`src/rtl/fix_acc_sat.sv`:
```
// Windowed fixed-point accumulator: sums ACC_LEN products plus bias, saturates to WIDTH bits; result 1 clk after last accept.
// Holds result until out_ready; in_ready drops only while holding. Define FIX_ACC_RELU_EN to clamp negative results to 0.
module fix_acc_sat #(
  parameter int WIDTH       = 16,
  parameter int POINT_WIDTH = 8,
  parameter int ACC_LEN     = 25,
  parameter int ACC_WIDTH   = 40
) (
  input  logic               clk,
  input  logic               rst_n,
  input  logic               in_valid,
  output logic               in_ready,
  input  logic [2*WIDTH-1:0] in_prod,
  input  logic [WIDTH-1:0]   bias,
  input  logic               acc_clr,
  output logic               out_valid,
  input  logic               out_ready,
  output logic [WIDTH-1:0]   out_data,
  output logic               sat_flag
);

  localparam int CNT_W = (ACC_LEN > 1) ? $clog2(ACC_LEN) : 1;
  localparam logic [CNT_W-1:0] CNT_LAST = CNT_W'(ACC_LEN - 1);
  localparam logic signed [ACC_WIDTH-1:0] SAT_MAX = {{(ACC_WIDTH-WIDTH+1){1'b0}}, {(WIDTH-1){1'b1}}};
  localparam logic signed [ACC_WIDTH-1:0] SAT_MIN = {{(ACC_WIDTH-WIDTH+1){1'b1}}, {(WIDTH-1){1'b0}}};

  // Products already carry the Q(POINT_WIDTH) scaling, so no alignment shift is needed.
  if (ACC_LEN < 1) begin : g_bad_len
    $error("fix_acc_sat: ACC_LEN must be >= 1");
  end
  if (ACC_WIDTH < 2*WIDTH + CNT_W + 1) begin : g_bad_acc
    $error("fix_acc_sat: ACC_WIDTH too narrow, accumulator could wrap");
  end
  if (POINT_WIDTH >= WIDTH) begin : g_bad_point
    $error("fix_acc_sat: POINT_WIDTH must be below WIDTH");
  end

  typedef enum logic {ST_ACC, ST_HOLD} state_t;

  typedef struct packed {
    logic             sat;
    logic [WIDTH-1:0] dat;
  } res_t;

  state_t                       state;
  logic [CNT_W-1:0]             cnt;
  logic signed [ACC_WIDTH-1:0]  acc;
  logic signed [ACC_WIDTH-1:0]  prod_ext;
  logic signed [ACC_WIDTH-1:0]  bias_ext;
  logic signed [ACC_WIDTH-1:0]  acc_nxt;
  logic signed [ACC_WIDTH-1:0]  win_sum;
  logic                         accept;
  logic                         last;
  res_t                         res_sat;
  res_t                         res_nxt;

  assign in_ready = (state == ST_ACC) | out_ready;
  assign accept   = in_valid & in_ready & ~acc_clr;
  assign last     = accept & (cnt == CNT_LAST);

  assign prod_ext = {{(ACC_WIDTH-2*WIDTH){in_prod[2*WIDTH-1]}}, in_prod};
  assign bias_ext = {{(ACC_WIDTH-WIDTH){bias[WIDTH-1]}}, bias};
  assign acc_nxt  = acc + prod_ext;
  assign win_sum  = acc_nxt + bias_ext;

  always_comb begin
    res_sat = '0;
    if (win_sum > SAT_MAX) begin
      res_sat.sat = 1'b1;
      res_sat.dat = {1'b0, {(WIDTH-1){1'b1}}};
    end else if (win_sum < SAT_MIN) begin
      res_sat.sat = 1'b1;
      res_sat.dat = {1'b1, {(WIDTH-1){1'b0}}};
    end else begin
      res_sat.dat = win_sum[WIDTH-1:0];
    end
  end

`ifdef FIX_ACC_RELU_EN
  // sat_flag keeps reporting width clipping only; the ReLU clamp does not set it.
  always_comb begin
    res_nxt = res_sat;
    if (res_sat.dat[WIDTH-1]) res_nxt.dat = '0;
  end
`else
  assign res_nxt = res_sat;
`endif

  always_ff @(posedge clk or negedge rst_n) begin
    if (!rst_n) begin
      state     <= ST_ACC;
      cnt       <= '0;
      acc       <= '0;
      out_valid <= 1'b0;
      out_data  <= '0;
      sat_flag  <= 1'b0;
    end else begin
      if (acc_clr) begin
        acc <= '0;
        cnt <= '0;
      end else if (accept) begin
        if (last) begin
          acc <= '0;
          cnt <= '0;
        end else begin
          acc <= acc_nxt;
          cnt <= cnt + 1'b1;
        end
      end

      // A window finishing on the retire edge reloads HOLD directly.
      case (state)
        ST_ACC: begin
          if (last) begin
            out_data  <= res_nxt.dat;
            sat_flag  <= res_nxt.sat;
            out_valid <= 1'b1;
            state     <= ST_HOLD;
          end
        end
        ST_HOLD: begin
          if (last) begin
            out_data  <= res_nxt.dat;
            sat_flag  <= res_nxt.sat;
            out_valid <= 1'b1;
          end else if (out_ready) begin
            out_valid <= 1'b0;
            state     <= ST_ACC;
          end
        end
        default: state <= ST_ACC;
      endcase
    end
  end

endmodule

```
`config.mk`:
```
export PLATFORM = sky130hd
export DESIGN_NAME = fix_acc_sat
export DESIGN_NICKNAME = d
export VERILOG_FILES = /design/src/rtl/fix_acc_sat.sv
export SDC_FILE = /design/constraint.sdc
export NUM_CORES = 1
export LEC_CHECK = 0
export CORE_ASPECT_RATIO = 0.75
export CORE_MARGIN = 2
export CORE_UTILIZATION = 40
export CTS_CLUSTER_SIZE = 24
export DETAILED_ROUTE_END_ITERATION = 8
export DONT_BUFFER_PORTS = 1
export PLACE_DENSITY = 0.64
export SLEW_MARGIN = 40
export SYNTH_ARGS = -nofsm -noshare
export SYNTH_HDL_FRONTEND = slang
export SYNTH_SLANG_ARGS = --single-unit
```
`constraint.sdc`:
```
create_clock -name clk -period 16.9 [get_ports clk]
set_input_delay 0.845 -clock clk [delete_from_list [all_inputs] [get_ports clk]]
set_output_delay 0.845 -clock clk [all_outputs]
set_load 0.05 [all_outputs]
```
==> impl_results.md <==
* Status: finished clean
* Final std cells w/o fill at about 1100
* Clk_lat worst skew at ~0.34 ns
* Clock sink count at 64
* Max-cap violations at 0
* Final period util at 42.0%
* Number of post-CTS setup repair buffers at 0
* Nets at approximately 970
* R2R setup slack at about 10 ns
* Crit path to: out_data[13]
* Most frequent cells in the layout: a21oi_1, nand2_1, ha_1
* Hold buffer count at cts at 0
* Syn-to-layout area delta at 6.65%
* Setup Viol. Count Final at 0
* LEAKAGE at 3.44 nW
* Net switching power at between 500 and 600 uW
* Synth area leader: dfrtp_1
* Pin count of the biggest net entering global routing at 65
* Fmax achieved at about 140 MHz
* Root buffer cell: clkbuf_16
* Endpoint class of the critical path: flip-flop
* Port bufs at 0
* DR vias at 6293
* Initial antenna violation count at 0
* Min Tclk post-route at between 7 and 8 ns
* GRT Residual Overflow at 0
* Setup TNS at 0 ns
* Final core utilization at 43.7%
* First-pass DRT Iterations at 4
* Core Box Area at between 15000 and 20000 sq um
* Met2 usage at roughly 28%
* Mean post-synth cell area at roughly 8.2 sq um
* RSZ-0062 raised after global routing: false
* Total global-route track usage at between 20% and 30%
* Worst flop-to-flop path startpoint: acc[0]
* Power consumption at 1.10 mW
* Cells after DPL at 1040
* CTS tree: done
* Vias in the first global route at between 5000 and 6000
* DRT Wirelength at ~19000 um
* Initial DRC count at roughly 440
* DRC at 0
* Synthesized cell area at around 6900 sq um
* Share of post-route cells with drive strength above 1 at slightly below 5%
* Post_cts resized at 0
* Worst-case vdd ir drop at between 0.00005 and 0.00006 V
* R2R depth at 27
* CTS Buf Count at 9
* Switching fraction of total power at ~50%
* Post-synthesis cell count at roughly 850
* EDFF count, synth at 0
* Antenna diodes at 0
* Worst Tran Pin Value at 0.803 ns
* Row count at a little over 40
* Async SR Flop Fraction at 100%
* Longest Clk Path Bufs at 2
* WP data required at approximately 17 ns
* Initial core utilization at around two fifths
* Hold Path Class: in2async
* Max_slew headroom at between 40 and 50%
* Clk pin slew, worst setup/hold paths at approximately 0.060 ns
* Final-report hold violation count at 0
* Worst-path fanout max at 15
* Final Wtd Congestion at 0.939
* CP startpoint: in_prod[0]
* GR met3 Demand/Resource at about 5.4%
* DIE WIDTH at approximately 160 um
* #FFs+latches synth at 64
* Via/cell ratio at ~6.0
* Worst EP arrival at ~7.4 ns
* Logic pwr share at about two thirds
* Leading cell type in the layout, fill and taps excluded: a21oi_1
* Register area share after synthesis at a little under a quarter
* Seq pwr share at between 10% and 20%
* Gr busiest metal: met1
* Post-route ant nets at 0
* Top cell type's share of synthesized area at between 20% and 30%
* H-tree depth at 3
* First-pass GRT wire length at ~30000 um
* Power Dens Cells at roughly 150 nW/um^2
* Type of the worst setup path: in2reg
* Die area at roughly 18000 sq um
* Wire length per cell at between 15 and 20 um
* RR Endpoint: out_data[13]
* HPWL Detailed at approximately 14000 um
* Synth cell types at between 60 and 70
* Most common flop cell mapped by yosys: dfrtp_1
* Startpoint types: input pin
* Met1 global-route usage at 32.3%
* Syn Nets at 987
* I/O pin count at roughly 70
* Yosys warnings at 0
* Final Skew at 0.0105 ns
* Clock share of power at between 15 and 20%
* Main area contributors after synthesis: dfrtp_1, ha_1, a21oi_1
* Die Height at ~120 um
* Pint at between 500 and 600 uW
* Slew Viols, Final at 0
[per-stage QoR]
stage          hold WS [ns]  area [sq um]  setup WS (ns)
6_report              0.191          7410           9.80
2_1_floorplan         0.465          6940          10.77
5_1_grt               0.179          7410           9.38
3_3_place_gp          0.491          7100           9.90
3_5_place_dp          0.495          7100           9.60
4_1_cts               0.179          7410           9.92
[cell families (layout without fill, tap and decap cells)]
family	count (synthesis)	count (layout)	share of synthesized area, %
AOI/OAI and AO/OA	315	315	30.8
xor gates and xnor gates	73	73	9.21
adders and majority gates	82	82	15.0
buffers and inverters	51	40	3.41
DFF	64	64	23.1
and+or+nand+nor	267	267	18.5
[worst min-delay path by stage]
stage             from            to  slack, ns
2_1_floorplan   cnt[4]        cnt[4]       0.47
3_3_place_gp   acc[38]       acc[38]       0.49
3_5_place_dp   acc[34]       acc[34]       0.49
4_1_cts          rst_n  out_data[14]       0.18
5_1_grt          rst_n  out_data[14]       0.18
6_report         rst_n  out_data[14]       0.19
[cell type report]
type | instances | area [sq um]
fillers | 1701 | 9520
flip-flops and latches | 64 | 1600
clock buffers | 10 | 239
inverters | 21 | 78.8
well taps | 215 | 269
repair buffers | 3 | 22.5
clock inverters | 6 | 67.6
multi-input cells | 737 | 5130
[flip-flops by register name, indices dropped and copies added (netlist names)]
name / count
acc: 40
out_valid: 1
state: 1
out_data: 16
cnt: 5
sat_flag: 1
[power by group through the flow]
stage	Combinational [mW]	Clock (mW)	Sequential, mW
2_1_floorplan	0.564	0	0.192
3_3_place_gp	0.694	0	0.194
3_5_place_dp	0.694	0	0.195
4_1_cts	0.699	0.204	0.192
5_1_grt	0.789	0.209	0.195
6_report	0.712	0.197	0.192
[synth_stat cells (all sizes together), types with 3 or more instances]
cell type and count:
a21o 42, a2111oi 3, and2 12, ha 80
xnor2 46, or2 4, o21a 12, a31oi 12
or3 6, nand4 16, nand2 85, nor2 63
a211oi 15, inv 21, dfrtp 64, and4 6
nor2b 4, nor3 14, a21boi 3, o211ai 5
a221oi 3, o21bai 10, nand2b 11, nand3 23
and3 8, o31ai 3, a22o 37, o21ai 56
buf 16, a21oi 91, nor4 8, clkbuf 14
xor2 27
[routing by layer]
layer,share of wire (%),up-vias
li1,-,3172
met1,53,2939
met2,38,172
met3,7.7,10
met4,0.57,0
met5,0,-
[critical path: stages]
cell and delay, ns:
ha_1 0.18, inv_1 0.07, fa_1 0.41, nor2b_1 0.13, o21ai_1 0.10, a21oi_1 0.32
o21ai_1 0.15, a21oi_1 0.30, a31o_2 0.27, a31oi_1 0.16, nor4_1 0.47, o21ai_0 0.24
a2111oi_2 0.52, o21ai_0 0.17, and2_1 0.17, ha_1 0.35, nand2_1 0.15, a21oi_1 0.06
a221oi_1 0.37, and3b_1 0.21, a21oi_1 0.07, xnor2_1 0.13, or4_1 0.52, nor4_1 0.25
a41o_2 0.45, nand2_1 0.12, a21oi_1 0.17
(Power assumes the default switching activity.)
